[src/rtl/truth_probe.sv]
// ---------------------------------------------------------------------------
// truth_probe
//
// Walks a 3-input combinational unit through all 8 input vectors. For each
// vector it spends one cycle driving the stimulus (DRIVE) and one cycle
// letting it settle (SAMPLE), then captures the response h on the SAMPLE exit
// edge. After the 8th capture it compares the captured table against a
// golden truth table that was latched when the run started.
//
// Ports
//   clk             rising-edge clock for all state
//   reset           synchronous active-high reset
//   start           begin a new run; honoured only in IDLE
//   expected[7:0]   golden table, bit k = expected response for vector k
//   h               combinational response of the unit under probe
//   n, j, s         registered stimulus (n = idx[2], j = idx[1], s = idx[0])
//   busy            high while the run is in DRIVE or SAMPLE
//   done            one-cycle pulse when a run completes
//   resp_table[7:0] captured responses, bit k = h for vector k
//                   (named resp_table because `table` is a reserved word)
//   match           resp_table equals the latched golden table
//   mismatch_count  number of differing bits between the two tables (0-8)
// ---------------------------------------------------------------------------
module truth_probe (
    input  logic       clk,
    input  logic       reset,
    input  logic       start,
    input  logic [7:0] expected,
    input  logic       h,
    output logic       n,
    output logic       j,
    output logic       s,
    output logic       busy,
    output logic       done,
    output logic [7:0] resp_table,
    output logic       match,
    output logic [3:0] mismatch_count
);

    typedef enum logic [1:0] {
        IDLE   = 2'd0,
        DRIVE  = 2'd1,
        SAMPLE = 2'd2,
        DONE   = 2'd3
    } state_t;

    state_t     state, state_nx;
    logic [2:0] idx, idx_nx;
    logic [7:0] exp_q;
    logic [7:0] table_nx;
    logic [3:0] diff_cnt;
    logic       run_start;
    logic       run_last;

    // Next-state and next-datapath logic.
    // NOTE: every signal written here gets a default first, so no path leaves
    // a value unassigned and no latch is inferred.
    always_comb begin
        state_nx  = state;
        idx_nx    = idx;
        table_nx  = resp_table;
        run_start = 1'b0;
        run_last  = 1'b0;
        case (state)
            IDLE: begin
                if (start) begin
                    state_nx  = DRIVE;
                    idx_nx    = 3'd0;
                    table_nx  = 8'h00;
                    run_start = 1'b1;
                end
            end
            DRIVE: state_nx = SAMPLE;
            SAMPLE: begin
                // h is captured only here, so toggles in any other state are
                // invisible to the table.
                table_nx[idx] = h;
                if (idx == 3'd7) begin
                    state_nx = DONE;
                    run_last = 1'b1;
                end else begin
                    state_nx = DRIVE;
                    idx_nx   = idx + 3'd1;
                end
            end
            DONE:    state_nx = IDLE;
            default: state_nx = IDLE;
        endcase
    end

    // Popcount of the final table against the golden copy. Uses table_nx so
    // the 8th capture is included on the edge that enters DONE.
    always_comb begin
        diff_cnt = 4'd0;
        for (int i = 0; i < 8; i++) begin
            diff_cnt = diff_cnt + {3'd0, table_nx[i] ^ exp_q[i]};
        end
    end

    // NOTE: sequential state uses non-blocking assignments so every register
    // samples pre-edge values, independent of statement order.
    always_ff @(posedge clk) begin
        if (reset) begin
            state <= IDLE;
        end else begin
            state <= state_nx;
        end
    end

    // Datapath and registered outputs. Outputs are loaded from the next-state
    // decode so they line up with the state they describe.
    // NOTE: the captured table and golden copy are plain flops, not a memory
    // array, so they are cleared by reset like any other register.
    always_ff @(posedge clk) begin
        if (reset) begin
            idx            <= 3'd0;
            exp_q          <= 8'h00;
            resp_table     <= 8'h00;
            match          <= 1'b0;
            mismatch_count <= 4'd0;
            {n, j, s}      <= 3'd0;
            busy           <= 1'b0;
            done           <= 1'b0;
        end else begin
            idx        <= idx_nx;
            resp_table <= table_nx;
            busy       <= (state_nx == DRIVE) || (state_nx == SAMPLE);
            done       <= (state_nx == DONE);
            {n, j, s}  <= ((state_nx == DRIVE) || (state_nx == SAMPLE)) ? idx_nx : 3'd0;
            if (run_start) begin
                // Golden table is frozen here; later changes to expected do
                // not affect this run's result.
                exp_q          <= expected;
                match          <= 1'b0;
                mismatch_count <= 4'd0;
            end else if (run_last) begin
                match          <= (table_nx == exp_q);
                mismatch_count <= diff_cnt;
            end
        end
    end

endmodule

[config.mk]
export PLATFORM = sky130hd
export DESIGN_NAME = truth_probe
export DESIGN_NICKNAME = d
export VERILOG_FILES = /design/src/rtl/truth_probe.sv
export SDC_FILE = /design/constraint.sdc
export NUM_CORES = 1
export LEC_CHECK = 0
export BUFFER_PORTS_ARGS = -buffer_cell sky130_fd_sc_hd__buf_4
export CAP_MARGIN = 20
export CORE_MARGIN = 2
export CORE_UTILIZATION = 43
export DETAILED_ROUTE_END_ITERATION = 10
export GPL_ROUTABILITY_DRIVEN = 0
export SYNTH_ARGS = -nofsm -noshare
export SYNTH_HDL_FRONTEND = slang
export SYNTH_SLANG_ARGS = --single-unit
export TNS_END_PERCENT = 5
[constraint.sdc]
create_clock -name clk -period 6.6 [get_ports clk]
set_input_delay 1.32 -clock clk [delete_from_list [all_inputs] [get_ports clk]]
set_output_delay 1.32 -clock clk [all_outputs]
set_load 0.005 [all_outputs]
==> qor.txt <==
vias in the first global route: 1215
DRC violations left: 0
Leakage: 0.789 nW
YS warnings: 0
arrival time worst endpoint: 4.86 ns
Tcrit/Tclk final: 0.701
Clk pin slew, worst setup/hold paths: 0.09 ns
Hold Vio Cnt, Final: 0
Sw Share: 0.271
Peak VDD IR: 0.126 mV
sequential power share: 0.544
Startpoint Class: input port
setup TNS: 0 ns
sequential fraction of the synthesis area: 0.395
r2r setup slk: 2.20 ns
Hold Path Class: reg2reg
ANT nets after route: 0
CTS Buf Count: 5
FP Rows: 21
Maximum Capacitance Violations: 0
number of flops mapped to enable cells by yosys: 0
vias: 1243
Sw Pwr: 0.0985 mW
Initial DRC Count: 30
final wirelength: 3.23 mm
nets@finish: 226
routed wire length per instance: 12.9 um
Fillers: 352
Pwr per Cell Area: 196 mW/mm^2
total power: 0.364 mW
CTS tree: built
pin slew with the least headroom to its limit: 0.542 ns
first-pass GRT wire length: 5.46 mm
RSZ-0062 raised after global routing: no
Clock Power Share: 0.312
worst-path cell chain: buf_4 > nor3b_4 > nor2_1 > xor2_1 > fa_1 > fa_1 > inv_1 > fa_1 > inv_1 > ha_1 > inv_1 > fa_1 > xor2_1 > nor2_1 > a21oi_1 > nor2_1
top_reg_cell synth: dfxtp_1
H-tree depth: 2
most used cell, CP: fa_1
Via density: 4.97
clock sink total: 31
IO Count: 30
Root Driver: clkbuf_4
core box area: 0.00342 mm^2
Gates resized, CTS repair: 0
Crit. End Element: flop
initial core utilization: 0.460
slowest CP cell: fa_1
share of layout cells above drive strength 1: 0.225
setup repair bufs after CTS: 0
register area: 621 um^2
status: finished, final reports clean
Tmin final: 4.63 ns
kind of critical path: in2reg
post-cts hold buffer count: 0
final setup fails: 0
Mapped Cells: 176
Total GRT Usage: 0.174
Longest Clk Path Bufs: 2
Multi-input gate area: 860 um^2
syn avg cell area: 8.92 um^2
antenna violations before repair: 0
CP max stage delay: 0.52 ns
die area: 0.00415 mm^2
Initial DRT Pass Iterations: 4
net count after synthesis: 198
PortBufs: 29
crit-path max FO: 13
Clock Skews: 0.0103 ns
total congestion overflow: 0
Post-Syn Area: 0.00157 mm^2
clk_lat worst skew: 0.33 ns
fin. max-slew vios: 0
Inserted Diodes: 0
largest net degree at the start of global routing: 23
combinational power share: 0.144
FF+latch count, synth: 31
die height: 64.4 um
Synth cell types: 44
Max Freq: 216 MHz
WP data required: 6.83 ns
Post-DP HPWL: 2.47 mm
Die Wd: 64.4 um
ys async rst share: 0
Int Power: 0.265 mW
relative slew slack: 0.638
area grow syn2layout: 18.0%
==> worst max-delay path, delay by kind of cell <==
family	cells	cell delay, ns
xor gates and xnor gates	2	0.39
AOI/OAI and AO/OA	1	0.12
and+or+nand+nor	4	0.76
buffers and inverters	4	0.30
adders and majority gates	5	1.98
==> placed cells by master (no fill, tap or decap), types with 2 or more instances in the layout <==
cell type	n
xnor2_1	6
and2_1	3
nor2b_1	7
fa_1	4
nand2_1	24
nor2_1	19
ha_1	6
buf_4	29
or4_1	2
o21ai_1	3
clkbuf_4	5
dfxtp_1	31
mux2i_1	2
a21oi_1	16
nand3_1	5
inv_1	10
xor2_1	3
nand4bb_1	2
and3_1	2
==> synth_stat cells (3+ instances only) <==
master	instances	area [um^2]
dfxtp_1	31	621
nand2_1	24	90.1
nor2_1	19	71.3
a21oi_1	16	80.1
inv_1	10	37.5
nor2b_1	7	43.8
ha_1	6	75.1
xnor2_1	6	52.6
nand3_1	5	25.0
fa_1	4	80.1
and2_1	3	18.8
buf_2	3	15.0
o21ai_1	3	15.0
xor2_1	3	26.3
==> worst paths after layout <==
| check | from | endpoint | depth (start not counted) |
|---|---|---|---|
| setup reg to reg | idx[0] | mismatch_count[2] | 17 |
| setup / recovery | start | mismatch_count[2] | 16 |
| hold reg to reg | mismatch_count[0] | mismatch_count[0] | 2 |
| hold / removal | mismatch_count[0] | mismatch_count[0] | 2 |
==> state kept, by name, indices dropped and copies added (netlist names), 2 cells and up <==
| name | count |
|---|---|
| idx | 3 |
| exp_q | 8 |
| resp_table | 8 |
| state | 2 |
| mismatch_count | 4 |
==> per-layer routing <==
| layer | global-route usage | share of wire | vias up |
|---|---|---|---|
| met3 | 0.0590 | 0.053 | 6 |
| met5 | 0 | 0 | - |
| met1 | 0.198 | 0.44 | 567 |
| li1 | - | - | 643 |
| met2 | 0.306 | 0.49 | 27 |
| met4 | 0.0559 | 0.014 | 0 |
==> power groups by stage <==
stage | combinational [mW] | clock, mW | sequential (mW)
CTS | 0.0532 | 0.116 | 0.198
floorplan | 0.0398 | 0 | 0.200
global route | 0.0609 | 0.127 | 0.199
global placement | 0.0523 | 0 | 0.202
finish | 0.0523 | 0.113 | 0.198
detailed placement | 0.0530 | 0 | 0.202
==> layout make-up <==
class | instances | area share
multi-input cells | 126 | 0.464
flip-flops and latches | 31 | 0.335
repair buffers | 29 | 0.117
well taps | 46 | 0.0311
clock buffers | 6 | 0.0277
inverters | 11 | 0.0223
clock inverters | 1 | 0.00270
==> kinds of logic after synthesis <==
family,after synthesis,synth area share
buffers and inverters,19,0.0574
DFF,31,0.395
xor gates and xnor gates,10,0.0606
AOI/OAI and AO/OA,30,0.123
muxes,3,0.0199
adders and majority gates,10,0.0988
and+or+nand+nor,73,0.245
==> per-stage QoR <==
step                      cell area (um^2)  setup WS [ns]  instances  hold WS [ns]   util
after detailed placement              1800           1.57        243         0.460  0.526
after global placement                1800           1.67        243         0.449  0.526
final                                 1850           1.97        250         0.473  0.542
after global routing                  1850           1.69        250         0.495  0.542
after CTS                             1850           1.94        250         0.476  0.542
after floorplan                       1570           2.02        176         0.448      -
Power figures use the tool's default switching activity.
